File: src/rtl/cnn_pkg.sv
`default_nettype none
// ============================================================================
// cnn_pkg : shared types, constants and helpers for the CNN stream blocks
// Rev 1.0
// ============================================================================
package cnn_pkg;

    localparam int DEFAULT_DATA_WIDTH = 32;

    // Tag field sits directly above the data word in every stream entry
    localparam int TAG_WIDTH      = 2;
    localparam int LAST_PIXEL_BIT = 0;
    localparam int LAST_FRAME_BIT = 1;

    typedef enum logic [1:0] {
        ST_IDLE    = 2'd0,
        ST_COLLECT = 2'd1,
        ST_DRAIN   = 2'd2,
        ST_DONE    = 2'd3
    } state_t;

    function automatic int clog2(input int value);
        int result;
        int v;
        result = 0;
        v      = value - 1;
        while (v > 0) begin
            result = result + 1;
            v      = v >>> 1;
        end
        return result;
    endfunction

endpackage
`default_nettype wire

File: src/rtl/cnn_sync_fifo.sv
`default_nettype none
// ============================================================================
// cnn_sync_fifo : synchronous FIFO with a registered head-of-queue output
// Rev 1.0
// ============================================================================
module cnn_sync_fifo
    import cnn_pkg::*;
#(
    parameter int WIDTH = 34,
    parameter int DEPTH = 16
) (
    input  logic             clk,
    input  logic             rst,
    input  logic             push,
    input  logic [WIDTH-1:0] push_data,
    input  logic             pop,
    output logic [WIDTH-1:0] pop_data,
    output logic             valid,
    output logic             full,
    output logic             empty
);

    localparam int AW = clog2(DEPTH);
    localparam int CW = AW + 1;
    localparam logic [CW-1:0] C_FULL = CW'(DEPTH);

    logic [WIDTH-1:0] r_mem [DEPTH];
    logic [AW:0]      r_wr_ptr;
    logic [AW:0]      r_rd_ptr;
    logic [CW-1:0]    r_count;
    logic [WIDTH-1:0] r_data;
    logic             r_valid;

    logic w_pop_fire;
    logic w_write;
    logic w_mem_empty;
    logic w_load;

    // r_count covers the memory and the output register, so DEPTH is the
    // total number of words the FIFO can hold.
    assign full        = (r_count == C_FULL);
    assign empty       = (r_count == '0);
    assign w_pop_fire  = pop & r_valid;
    assign w_write     = push & (~full | w_pop_fire);
    assign w_mem_empty = (r_wr_ptr == r_rd_ptr);
    assign w_load      = (~r_valid | w_pop_fire) & ~w_mem_empty;

    assign pop_data = r_data;
    assign valid    = r_valid;

    always_ff @(posedge clk) begin
        if (w_write) begin
            r_mem[r_wr_ptr[AW-1:0]] <= push_data;
        end
    end

    always_ff @(posedge clk or posedge rst) begin
        if (rst) begin
            r_wr_ptr <= '0;
            r_rd_ptr <= '0;
            r_count  <= '0;
            r_data   <= '0;
            r_valid  <= 1'b0;
        end else begin
            if (w_write) begin
                r_wr_ptr <= r_wr_ptr + 1'b1;
            end
            if (w_load) begin
                r_data   <= r_mem[r_rd_ptr[AW-1:0]];
                r_rd_ptr <= r_rd_ptr + 1'b1;
                r_valid  <= 1'b1;
            end else if (w_pop_fire) begin
                r_valid  <= 1'b0;
            end
            case ({w_write, w_pop_fire})
                2'b10:   r_count <= r_count + 1'b1;
                2'b01:   r_count <= r_count - 1'b1;
                default: r_count <= r_count;
            endcase
        end
    end

endmodule
`default_nettype wire

File: src/rtl/cnn_stream_collector.sv
`default_nettype none
// ============================================================================
// cnn_stream_collector : buffers an activation-core pixel stream, tags channel
// and frame boundaries, and re-emits it on a ready/valid interface. Rev 1.0
// ============================================================================
module cnn_stream_collector
    import cnn_pkg::*;
#(
    parameter int DATA_WIDTH   = DEFAULT_DATA_WIDTH,
    parameter int IMAGE_WIDTH  = 256,
    parameter int IMAGE_HEIGHT = 256,
    parameter int CHANNEL_NUM  = 7,
    parameter int FIFO_DEPTH   = 16,
    localparam int CH_W        = clog2(CHANNEL_NUM),
    localparam int PIX_W       = clog2(IMAGE_WIDTH * IMAGE_HEIGHT)
) (
    input  logic                  clk,
    input  logic                  rst,
    input  logic                  arm,
    input  logic                  in_valid,
    input  logic [DATA_WIDTH-1:0] in_data,
    output logic                  out_valid,
    input  logic                  out_ready,
    output logic [DATA_WIDTH-1:0] out_data,
    output logic                  out_last_pixel,
    output logic                  out_last_frame,
    output logic                  frame_done,
    output logic                  busy,
    output logic                  overflow,
    output logic                  err_stray,
    output logic [CH_W-1:0]       ch_idx,
    output logic [PIX_W-1:0]      pix_idx
);

    localparam int IMAGE_SIZE = IMAGE_WIDTH * IMAGE_HEIGHT;
    localparam int ENTRY_W    = DATA_WIDTH + TAG_WIDTH;
    localparam logic [PIX_W-1:0] C_PIX_LAST = PIX_W'(IMAGE_SIZE - 1);
    localparam logic [CH_W-1:0]  C_CH_LAST  = CH_W'(CHANNEL_NUM - 1);

    state_t           r_state;
    state_t           w_state_next;
    logic [PIX_W-1:0] r_pix;
    logic [CH_W-1:0]  r_ch;
    logic             r_overflow;
    logic             r_err_stray;

    logic                 w_collect;
    logic                 w_in_frame;
    logic                 w_stray;
    logic                 w_arm_idle;
    logic                 w_last_pixel;
    logic                 w_last_frame;
    logic                 w_drop;
    logic [TAG_WIDTH-1:0] w_tags;
    logic [ENTRY_W-1:0]   w_push_data;
    logic [ENTRY_W-1:0]   w_pop_data;
    logic                 w_fifo_full;
    logic                 w_fifo_empty;

    assign w_collect    = (r_state == ST_COLLECT);
    assign w_in_frame   = w_collect & in_valid;
    assign w_stray      = in_valid & ~w_collect;
    assign w_arm_idle   = arm & (r_state == ST_IDLE);
    assign w_last_pixel = (r_pix == C_PIX_LAST);
    assign w_last_frame = w_last_pixel & (r_ch == C_CH_LAST);

    always_comb begin
        w_tags                 = '0;
        w_tags[LAST_PIXEL_BIT] = w_last_pixel;
        w_tags[LAST_FRAME_BIT] = w_last_frame;
    end

    assign w_push_data = {w_tags, in_data};

    // A full FIFO still accepts a word when the head is leaving this cycle
    assign w_drop = w_in_frame & w_fifo_full & ~(out_valid & out_ready);

    cnn_sync_fifo #(
        .WIDTH (ENTRY_W),
        .DEPTH (FIFO_DEPTH)
    ) u_fifo (
        .clk       (clk),
        .rst       (rst),
        .push      (w_in_frame),
        .push_data (w_push_data),
        .pop       (out_ready),
        .pop_data  (w_pop_data),
        .valid     (out_valid),
        .full      (w_fifo_full),
        .empty     (w_fifo_empty)
    );

    assign out_data       = w_pop_data[DATA_WIDTH-1:0];
    assign out_last_pixel = w_pop_data[DATA_WIDTH + LAST_PIXEL_BIT];
    assign out_last_frame = w_pop_data[DATA_WIDTH + LAST_FRAME_BIT];

    always_comb begin
        w_state_next = r_state;
        frame_done   = 1'b0;
        busy         = 1'b0;
        case (r_state)
            ST_IDLE: begin
                if (arm) begin
                    w_state_next = ST_COLLECT;
                end
            end
            ST_COLLECT: begin
                busy = 1'b1;
                if (in_valid && w_last_frame) begin
                    w_state_next = ST_DRAIN;
                end
            end
            ST_DRAIN: begin
                busy = 1'b1;
                if (w_fifo_empty) begin
                    w_state_next = ST_DONE;
                end
            end
            ST_DONE: begin
                frame_done   = 1'b1;
                w_state_next = ST_IDLE;
            end
            default: begin
                w_state_next = ST_IDLE;
            end
        endcase
    end

    always_ff @(posedge clk or posedge rst) begin
        if (rst) begin
            r_state     <= ST_IDLE;
            r_pix       <= '0;
            r_ch        <= '0;
            r_overflow  <= 1'b0;
            r_err_stray <= 1'b0;
        end else begin
            r_state <= w_state_next;
            // Dropped words still advance the counters to keep channel alignment
            if (w_arm_idle) begin
                r_pix <= '0;
                r_ch  <= '0;
            end else if (w_in_frame) begin
                if (w_last_pixel) begin
                    r_pix <= '0;
                    r_ch  <= w_last_frame ? '0 : r_ch + 1'b1;
                end else begin
                    r_pix <= r_pix + 1'b1;
                end
            end
            if (w_arm_idle) begin
                r_overflow <= 1'b0;
            end else if (w_drop) begin
                r_overflow <= 1'b1;
            end
            r_err_stray <= (w_arm_idle ? 1'b0 : r_err_stray) | w_stray;
        end
    end

    assign overflow  = r_overflow;
    assign err_stray = r_err_stray;
    assign ch_idx    = r_ch;
    assign pix_idx   = r_pix;

endmodule
`default_nettype wire

File: config.mk
export PLATFORM = sky130hd
export DESIGN_NAME = cnn_stream_collector
export DESIGN_NICKNAME = d
export VERILOG_FILES = /design/src/rtl/cnn_pkg.sv /design/src/rtl/cnn_sync_fifo.sv /design/src/rtl/cnn_stream_collector.sv
export SDC_FILE = /design/constraint.sdc
export NUM_CORES = 1
export LEC_CHECK = 0
export CORE_MARGIN = 3
export CORE_UTILIZATION = 61
export CTS_CLUSTER_SIZE = 25
export DETAILED_ROUTE_END_ITERATION = 8
export PLACE_DENSITY = 0.84
export RECOVER_POWER = 100
export SYNTH_ARGS = -nofsm -noshare
export SYNTH_HDL_FRONTEND = slang
export SYNTH_SLANG_ARGS = --single-unit
File: constraint.sdc
create_clock -name clk -period 12.79 [get_ports clk]
set_clock_uncertainty 0.15 [all_clocks]
set_input_delay 1.279 -clock clk [delete_from_list [all_inputs] [get_ports clk]]
set_output_delay 1.279 -clock clk [all_outputs]
set_load 0.005 [all_outputs]
[Word level (Yosys, flattened, before mapping)]
Memories as Yosys holds them, arrays and structs flattened. A register that Yosys moved wholly into a read port is not among the register bits.
Index checks and enable logic that the tools add are counted.
W data, S select, Z words.
Storage, ports and cells
  register bits after elaboration: 39
  RAM bits: 544
  memories: 1
  word-level logic and storage cells: 77
  output and inout bits: 58
Operators by class
  equality and inequality tests: 12
  bitwise gates (word level): 17
  muxes and demuxes: 21
  add/sub/neg operators: 6
  reductions and logical operators: 11
Memories
  u_fifo.r_mem: depth 16, width 34, rd ports 1, clocked after Yosys merged registers in 1, wr ports 1, line cnn_sync_fifo.sv:27  | logic [WIDTH-1:0] r_mem [DEPTH];
Operators with widths (number)
  $mux W16: 3
  $add A16 B1 Y16 const B: 1
  $eq A16 B16 Y1 const B: 1
  $add A5 B1 Y5 const B: 3
  $mux W3: 4
  $pmux W5 S2: 1
  $reduce_bool A2 Y1: 5
  $and A1 B1 Y1: 9
  $mux W1: 9
  $pmux W2 S4: 1
  $eq A2 B2 Y1 const B: 3
  $mux W2: 3
  $eq A5 B5 Y1: 1
  $eq A5 B5 Y1 const B: 1
  $logic_not A5 Y1: 1
  $not A1 Y1: 5
  $sub A5 B1 Y5 const B: 1
  $eq A2 B1 Y1 const B: 2
  $ne A2 B1 Y1 const B: 2
  $add A3 B1 Y3 const B: 1
  $eq A3 B3 Y1 const B: 1
  $or A1 B1 Y1: 3
  $reduce_and A3 Y1: 1
  $logic_not A2 Y1: 1
  4 further kinds: 4

[Longest topological paths before layout]
  depth in word-level cells: 6
  mapped depth: 14
  gate-level depth less buffers: 13

[Cells and area by module]
A second synthesis with hierarchy kept.
Unflattened totals
  cells, all modules: 1269
  area total of the unflattened synthesis: 24813.8 um^2
By module, submodules not included
  cnn_sync_fifo: seq. area each 17586.9 um^2, cells an instance 1120, area each 23473.8 um^2, times used 1
  cnn_stream_collector: seq. area each 575.6 um^2, cells an instance 149, area each 1340.0 um^2, times used 1

[Least setup slack after synthesis]
OpenSTA, ideal clock, no wires.
  path kind: input -> register
  start: in out_ready
  end: mem u_fifo.r_mem[3][0] (enable)
  buffers on the path: 0
  path slack: 7.759 ns
  arrival time: 4.414 ns
  stages: 4
  setup time: 0.467 ns
  data required time: 12.173 ns
  path through: nand2_1 -> a31oi_1 -> nand2_1 -> nor3_1
On the way
  cells in the longest elaborated chain, start to end: 5
Ends and longest elaborated chain
  start, declared: line cnn_stream_collector.sv:23  | input logic out_ready,
  $and A1 B1 Y1: line cnn_sync_fifo.sv:43  | assign w_pop_fire = pop & r_valid;
  $or A1 B1 Y1: line cnn_sync_fifo.sv:44  | assign w_write = push & (~full | w_pop_fire);
  $and A1 B1 Y1: line cnn_sync_fifo.sv:44
  $mux W1: line cnn_sync_fifo.sv:52  | if (w_write) begin
  $mux W1 (not written as such): line cnn_sync_fifo.sv:53  | r_mem[r_wr_ptr[AW-1:0]] <= push_data;
  end, declared: line cnn_sync_fifo.sv:27
No other way between the ends.

[Final worst setup path]
  start: reg u_fifo.r_rd_ptr[1]
  end: reg u_fifo.r_data[1], in the netlist u_fifo.pop_data[1] (read register of u_fifo.r_mem)
On the way
  cells in the longest elaborated chain, start to end: 3
Ends and longest elaborated chain
  start, declared: line cnn_sync_fifo.sv:29  | logic [AW:0] r_rd_ptr;
  start signal, assigned: line cnn_sync_fifo.sv:70  | r_rd_ptr <= r_rd_ptr + 1'b1;
  $eq A5 B5 Y1: line cnn_sync_fifo.sv:45  | assign w_mem_empty = (r_wr_ptr == r_rd_ptr);
  $not A1 Y1: line cnn_sync_fifo.sv:46  | assign w_load = (~r_valid | w_pop_fire) & ~w_mem_empty;
  $and A1 B1 Y1: line cnn_sync_fifo.sv:46
  end, declared: line cnn_sync_fifo.sv:31  | logic [WIDTH-1:0] r_data;
Parallel ways exist; a longest one is shown, timed or not.
A chain may end at the register's enable or synchronous reset.

==> flow_summary_export.csv <==
group,metric,value,unit
timing,slew_violations,572,
placed_design,portBuffers,94,
cells_and_area,areaGrowthSynthToFinish,14.3,%
cells_and_area,stdcell_area,0.0276,sq mm
synth,synth-async-reset-ratio,0.118,
placed_design,placedInstanceArea,0.0258,sq mm
critical_path,path_class,"reg2reg",
critical_path,crit_path_cell_trace,"clkbuf_1 > nor2_1 > clkbuf_1 > a2111oi_0 > a21oi_1 > a21oi_1",
routing,ant_nets,0,
routing,drc,0,
clock_tree,postCtsSetupRepairBufs,0,
die,initial_core_util,0.621,
timing,hold_viol,0,
die,die_area,0.0421,sq mm
hold_path,holdCritPathClass,"reg2reg",
critical_path,cpMaxStageDelayCell,"clkbuf_1",
placed_design,gp_routability_congestion,0.796,
clock_tree,cts_buffer_depth,3,
cells_and_area,finalCoreUtilization,0.710,
cells_and_area,layout_commonest_cell,"edfxtp_1",
timing,fin_crit_sh,0.582,
clock_tree,clock-root-buffer,"clkbuf_16",
die,num_rows,72,
global_route,grt_antenna_before_repair,1,
synth,synth_seq_cells,617,
cells_and_area,most-common-layout-cells,"edfxtp_1, mux4_2, dlygate4sd3_1",
critical_path,start_kind,"flop",
global_route,grt_overflow,0,
outcome,violations,"max-capacitance violations, max-slew violations",
synth,synth.distinct_cells,40,
routing,first_pass_iters,5,
die,fp.dieW,205,um
cells_and_area,n_antenna_cell,0,
synth,yosysWarnings,0,
synth,synth_fa_ha_area_frac,0.00828,
timing,post-route-min-period,7.45,ns
routing,dr_total_vias,12700,
die,pin_count,95,
timing,slew_headroom,-1.82,
routing,drt-met1-wl,20400,um
global_route,grt_first_pass_wirelength,80900,um
placed_design,dp_hpwl,28000,um
synth,synth_flop_cell,"edfxtp_1",
clock_tree,clk_pin_slew,0.07,ns
power_and_ir_drop,ir_drop,195,uV
global_route,grt_pass1_vias,13200,
placed_design,dp_slack,7.90,ns
timing,finalSetupTns,0,ns
timing,worst_slack,5.34,ns
critical_path,crit_fanout,51,
critical_path,critPathMaxStageDelay,3.05,ns
outcome,status,"finished with violations",
synth,synthesis.area,0.0242,sq mm
synth,synth_mux_area_frac,0.127,
clock_tree,ctsResizeCount,0,
cells_and_area,nets,1452,
clock_tree,clock_latency,0.60,ns
power_and_ir_drop,power.density,221,mW/mm^2
cells_and_area,drive_gt1_frac,0.169,
synth,syn-num-nets,1350,
routing,routed_wl,52900,um
critical_path,worstPathRequired,13.16,ns
clock_tree,clock-sinks,617,
timing,rsz0062_at_grt,"false",
routing,first_iter_violations,1278,
routing,wl_met2,26900,um
routing,met3WireLength,3880,um
critical_path,cp.arrival,7.82,ns
synth,synth_compound_area_frac,0.0448,
clock_tree,hold_buffers,0,
global_route,grt.total_usage,0.258,
die,core-area,0.0389,sq mm
synth,synth-simple-area-share,0.0441,
synth,synth_top_family_by_area,"multiplexers",
job,max-cap-violations,19,
timing,max_freq,134,MHz
global_route,grt_max_degree,137,
critical_path,path_delay_family,"buffers and inverters",
synth,avgSynthCellArea,18.6,sq um
timing,setup_viol,0,
synth,synth_sequential_area_ratio,0.751,
synth,syn_inst,1297,
routing,wl_per_cell,26.9,um
clock_tree,tritoncts,"built",
routing,via_per_inst,6.47,
die,fp.dieH,205,um
critical_path,setup.worst_path.end_class,"flop",
timing,worst_pin_slew,4.24,ns
clock_tree,cts_buffers,58,
critical_path,critPathBufInv,2,
synth,synth_xor_xnor_area_share,0.0105,
clock_tree,cts-htree-levels,2,
power_and_ir_drop,p_leak,0.00905,uW
synth,synth-edff-count,544,
routing,highest_layer,"met5",
==> power breakdown <==
part / switching (uW) / internal, uW / total (uW)
sequential: 217 / 2470 / 2690
clock: 732 / 1080 / 1810
combinational: 865 / 748 / 1610
total: 1810 / 4300 / 6120
==> cells by family (layout without fill, tap and decap cells) <==
| kind of cell | Yosys count | in the layout |
|---|---|---|
| buf+inv | 86 | 237 |
| xor+xnor | 29 | 29 |
| compound gates | 167 | 167 |
| simple gates | 208 | 208 |
| mux | 174 | 174 |
| flops | 617 | 617 |
| fa+ha+maj | 16 | 16 |
==> cell type report <==
class                   count  area [sq um]
flip-flops and latches    617         18200
fillers                  2282         11300
multi-input cells         594          5680
clock buffers              71          1540
repair buffers            115          1050
well taps                 518           648
clock inverters            38           487
inverters                  13          50.0
==> tightest hold or removal path: cells and delay by family (launching register included) <==
kind | cells | cell delay (ns)
AO/OA/AOI/OAI | 1 | 0.07
flip-flops | 1 | 0.35
AND/OR/NAND/NOR | 1 | 0.05
==> path summary, 6_finish.rpt <==
path | cells after the start | to | slack, ns | startpoint
max | 6 | u_fifo.pop_data[1] | 5.34 | u_fifo.r_rd_ptr[1]
min in group asynchronous | 2 | u_fifo.pop_data[5] | 1.00 | rst
max reg2reg | 6 | u_fifo.pop_data[1] | 5.34 | u_fifo.r_rd_ptr[1]
max in group asynchronous | 3 | u_fifo.r_rd_ptr[2] | 7.25 | rst
min reg2reg | 2 | err_stray | 0.35 | err_stray
min | 2 | err_stray | 0.35 | err_stray
==> layer usage <==
layer,up-vias,track usage
met5,-,0
met1,6549,0.355
met2,647,0.431
met3,122,0.0396
li1,5398,-
met4,2,0.0871
==> synthesized netlist by cell type, types with 2 or more instances <==
library cell | n | area share
a211oi_1 | 35 | 0.011
o211ai_1 | 2 | 0.00062
buf_1 | 5 | 0.00078
mux4_2 | 102 | 0.095
a2111oi_0 | 36 | 0.013
and2_1 | 2 | 0.00052
dfrtp_1 | 73 | 0.076
nand4_1 | 8 | 0.0021
nand3_1 | 10 | 0.0021
a21oi_1 | 81 | 0.017
mux2_2 | 36 | 0.017
xor2_1 | 16 | 0.0058
ha_1 | 16 | 0.0083
clkbuf_1 | 51 | 0.0079
and3_1 | 4 | 0.0010
nor2_1 | 68 | 0.011
a31oi_1 | 3 | 0.00078
nor4_1 | 3 | 0.00078
nor3_1 | 9 | 0.0019
buf_2 | 17 | 0.0035
nand2b_1 | 5 | 0.0013
inv_1 | 13 | 0.0020
o21ai_0 | 5 | 0.0010
nand2_1 | 21 | 0.0033
or3_1 | 2 | 0.00052
xnor2_1 | 13 | 0.0047
edfxtp_1 | 544 | 0.68
mux2i_1 | 35 | 0.014
nor2b_1 | 71 | 0.018
==> registers in the layout, summed over array words and instances, names as in the netlist <==
name	flops
ch_idx	3
err_stray	1
overflow	1
pix_idx	16
r_state	2
u_fifo.pop_data	34
u_fifo.r_count	5
u_fifo.r_mem	544
u_fifo.r_rd_ptr	5
u_fifo.r_wr_ptr	5
u_fifo.valid	1
==> metrics by stage <==
step / total power (uW) / hold slack [ns] / instances
floorplan: 3750 / 0.311 / 1297
global placement: 4270 / 0.328 / 1857
detailed placement: 4340 / 0.336 / 1857
CTS: 6190 / 0.356 / 1966
global route: 6370 / 0.374 / 1966
finish: 6120 / 0.347 / 1966
Note: power is estimated with default switching activity, not from simulation.
==> RTL edit 1, RTL diff (same flow settings) <==
`IMAGE_WIDTH`: 256 -> 128.
--- a/src/rtl/cnn_stream_collector.sv
+++ b/src/rtl/cnn_stream_collector.sv
@@ -8,5 +8,5 @@
 #(
     parameter int DATA_WIDTH   = DEFAULT_DATA_WIDTH,
-    parameter int IMAGE_WIDTH  = 256,
+    parameter int IMAGE_WIDTH  = 128,
     parameter int IMAGE_HEIGHT = 256,
     parameter int CHANNEL_NUM  = 7,
Interface: changed (resized pix_idx); port bits go from 95 to 94. The function was not compared with the original's and may differ.
==> RTL edit 1 against the original RTL <==
The run still ends with capacitance limit, slew limit left; setup slack worse by 560 ps; sequential cell count is 1 lower; total power is 3.0% lower; routed wire length is 2.2% lower; critical path depth stayed put; area after synthesis is 1.2% higher; synthesized cell count is 0.62% lower; die area is 1.2% higher; count of clock-buffer cells in the layout is 9 higher; global-route usage is 0.80 points lower; design area is 0.11% lower; critical endpoint is now u_fifo.pop_data[0]$_DFFE_PP0P_; largest cell class unchanged.
==> RTL edit 1: results (changes against the original RTL) <==
- Run status: finished, violations left (unchanged)
- Failing checks: capacitance limit, slew limit (unchanged)
- Worst R2R Setup Slack: 4780 ps (was 5340 ps)
- GR Util All Layers: 25.02% (was 25.82%)
- DP HPWL: 27230 um (was 28040 um)
- Max-cap viol count: 21 (was 19)
- Max Slew Vio Count: 764 (was 572)
- # nets final: 1444 (was 1452)
- Share of synthesized registers carrying an async set or reset: 11.69% (was 11.83%)
- Port buffer count: 93 (was 94)
- Placed instance area: 25920 um^2 (was 25780 um^2)
- Worst slack, placed: 8379 ps (was 7900 ps)
- Final core occ: 70.60% (was 71.00%)
- Largest stage delay, worst path: 3310 ps (was 3050 ps)
- Grt met3 use: 4.253% (was 3.957%)
- Mapped Cells: 1289 (was 1297)
- Via count of the first global-routing pass: 13258 (was 13156)
- Critical Path Source: u_fifo.r_rd_ptr[2]$_DFFE_PP0P_ (was u_fifo.r_rd_ptr[1]$_DFFE_PP0P_)
- Top fanout value on the critical path: 84 (was 51)
- Met2 usage: 40.65% (was 43.14%)
- Wire length on met2: 25480 um (was 26890 um)
- Adder-cell share of the synthesized area: 0.8181% (was 0.8279%)
- Routability cong.: 0.8198 (was 0.7957)
- Top Layer Used: met4 (was met5)
- Worst Tran Pin Value: 4594 ps (was 4236 ps)
- Hold slack final: 341.8 ps (was 346.7 ps)
- Synth top cells by count: 544 x edfxtp_1, 76 x a21oi_1, 72 x dfrtp_1, 70 x nor2_1, 70 x nor2b_1 (was 544 x edfxtp_1, 102 x mux4_2, 81 x a21oi_1, 73 x dfrtp_1, 71 x nor2b_1)
- Routed WL: 51760 um (was 52900 um)
- Switching share of total power: 29.74% (was 29.65%)
==> RTL edit 1: cell types whose count changed after synthesis, moves of 5 or more <==
cell      unedited run  this run
a21oi_1             81        76
buf_6                0        11
mux4_2             102        38
mux4_1               0        64
nand2_1             21        29
clkbuf_1            51        28
buf_2               17        23
==> RTL edit 1: power by group through the flow <==
stage / Clock (mW) / Combinational [mW] / Sequential [mW]
2_1_floorplan: 0 / 1.16 / 2.58
3_3_place_gp: 0 / 1.52 / 2.68
5_1_grt: 1.78 / 1.70 / 2.70
4_1_cts: 1.70 / 1.61 / 2.67
3_5_place_dp: 0 / 1.57 / 2.70
6_report: 1.68 / 1.58 / 2.68
==> RTL edit 1: area by class of cell <==
cell class / instances / area share (%)
diodes: 1 / 0.009066
clock buffers: 80 / 5.825
clock inverters: 30 / 0.9066
inverters: 12 / 0.1677
multi-input cells: 589 / 21.26
flip-flops and latches: 616 / 65.73
well taps: 518 / 2.348
repair buffers: 114 / 3.753
==> RTL edit 2, RTL diff (same flow settings) <==
Without the edit above. The 4 states of `state_t` get a one-hot encoding in 4 bits.
--- a/src/rtl/cnn_pkg.sv
+++ b/src/rtl/cnn_pkg.sv
@@ -13,9 +13,9 @@
     localparam int LAST_FRAME_BIT = 1;
 
-    typedef enum logic [1:0] {
-        ST_IDLE    = 2'd0,
-        ST_COLLECT = 2'd1,
-        ST_DRAIN   = 2'd2,
-        ST_DONE    = 2'd3
+    typedef enum logic [3:0] {
+        ST_IDLE    = 4'b0001,
+        ST_COLLECT = 4'b0010,
+        ST_DRAIN   = 4'b0100,
+        ST_DONE    = 4'b1000
     } state_t;
 
Check against the original RTL: same outputs for any inputs over 4 cycles, from zero or initial values and one cycle with rst high; so few cycles prove little.
==> RTL edit 2 against the original RTL <==
The run still ends with capacitance limit, slew limit left; maximum frequency up 7.3%; routed wire length down 3.4%; sequential cell count up 2; setup slack better by 510 ps; total power down 6.8%; clock power down 4%; area after synthesis up 1.0%; combinational power down 7%; design area up 0.39%; sequential share of layout area down 0.061 points; worst hold slack better by 21 ps; cell count up 1.1%; first-iteration DRC count down 14%; core utilization down 0.052 points.
==> RTL edit 2: results (changes against the original RTL) <==
- Run status: finished, violations left (unchanged)
- Drt first-iter violations: 1105 (was 1278)
- First-pass GRT wire length: 78480 um (was 80940 um)
- Reg2reg path depth: 7 (was 6)
- Mean post-synth cell area: 18.48 um^2 (was 18.64 um^2)
- Routed len/inst: 25.71 um (was 26.91 um)
- DP HPWL: 26930 um (was 28040 um)
- Peak VDD IR: 0.0002238 V (was 0.0001954 V)
- Largest net degree at the start of global routing: 109 (was 137)
- Placed instance area: 25960 um^2 (was 25780 um^2)
- Worst reg2reg endpoint: u_fifo.r_rd_ptr[3]$_DFFE_PP0P_ (was u_fifo.pop_data[1]$_DFFE_PP0P_)
- GR Util All Layers: 24.67% (was 25.82%)
- Placed cells: 1879 (was 1857)
- # nets final: 1470 (was 1452)
- WHS Path Cells: 1 (was 2)
- Final core occ: 70.95% (was 71.00%)
- Sequential area share after synthesis: 74.55% (was 75.12%)
- Worst Tran Pin Value: 3563 ps (was 4236 ps)
- Yosys cell types: 55 (was 40)
- Synth top cells by count: 544 x edfxtp_1, 102 x mux4_2, 74 x dfrtp_1, 73 x a21oi_1, 72 x nor2b_1 (was 544 x edfxtp_1, 102 x mux4_2, 81 x a21oi_1, 73 x dfrtp_1, 71 x nor2b_1)
- Cell Count, Final, Fillers Out: 1988 (was 1966)
- Share of synthesized registers carrying an async set or reset: 12.12% (was 11.83%)
- Max-cap viol count: 20 (was 19)
- Non-clock buffer count: 116 (was 115)
- Worst reg2reg startpoint: u_fifo.r_rd_ptr[3]$_DFFE_PP0P_ (was u_fifo.r_rd_ptr[1]$_DFFE_PP0P_)
- Die width: 206.1 um (was 205.1 um)
- Fill cells: 2315 (was 2282)
- DR vias: 12817 (was 12718)
- Wire length on met2: 26330 um (was 26890 um)
- Inverters: 12 (was 13)
- Grt met3 use: 4.048% (was 3.957%)
- M1 GR Usage: 33.92% (was 35.53%)
- Worst slack, placed: 8317 ps (was 7900 ps)
- Routed length on met3: 3538 um (was 3882 um)
- Syn_nets: 1371 (was 1350)
- Max Slew Vio Count: 748 (was 572)
- Hold path startpoint: u_fifo.r_rd_ptr[4]$_DFFE_PP0P_ (was err_stray$_DFF_PP0_)
- Largest cells by area after synthesis: edfxtp_1 67%, mux4_2 9.4%, dfrtp_1 7.6%, nor2b_1 1.8%, mux2_2 1.7% (was edfxtp_1 68%, mux4_2 9.5%, dfrtp_1 7.6%, nor2b_1 1.8%, a21oi_1 1.7%)
- Final Worst Setup Slack: 5849 ps (was 5341 ps)
- LEAKAGE: 9.108 nW (was 9.047 nW)
- Failing checks: capacitance limit, slew limit (unchanged)
- Largest stage delay, worst path: 2460 ps (was 3050 ps)
RTL edit 2: cell count changes in the layout (fill, tap and decap cells not counted), moves of 5 or more:
| cell | before | now |
|---|---|---|
| clkinv_2 | 11 | 6 |
| a21oi_1 | 80 | 73 |
| o21ai_0 | 5 | 23 |
| nand2_1 | 21 | 27 |
| nor2_1 | 68 | 54 |
| xnor2_1 | 13 | 7 |
| a31oi_1 | 3 | 11 |
| nor2_4 | 0 | 5 |
| clkinv_1 | 6 | 19 |
| xor2_1 | 16 | 11 |
RTL edit 2: logic make-up (layout without fill, tap and decap cells):
logic type,count (synthesis),after routing,share of synthesized area (%)
fa+ha+maj,12,12,0.6145
compound gates,198,198,5.341
flops,619,619,74.55
simple gates,212,212,4.609
xor+xnor,19,19,0.7118
buf+inv,89,237,1.680
mux,173,173,12.50
RTL edit 2: power breakdown:
part / total, mW / internal, mW / switching, mW
clock: 1.73 / 1.01 / 0.722
combinational: 1.50 / 0.704 / 0.792
sequential: 2.48 / 2.33 / 0.148
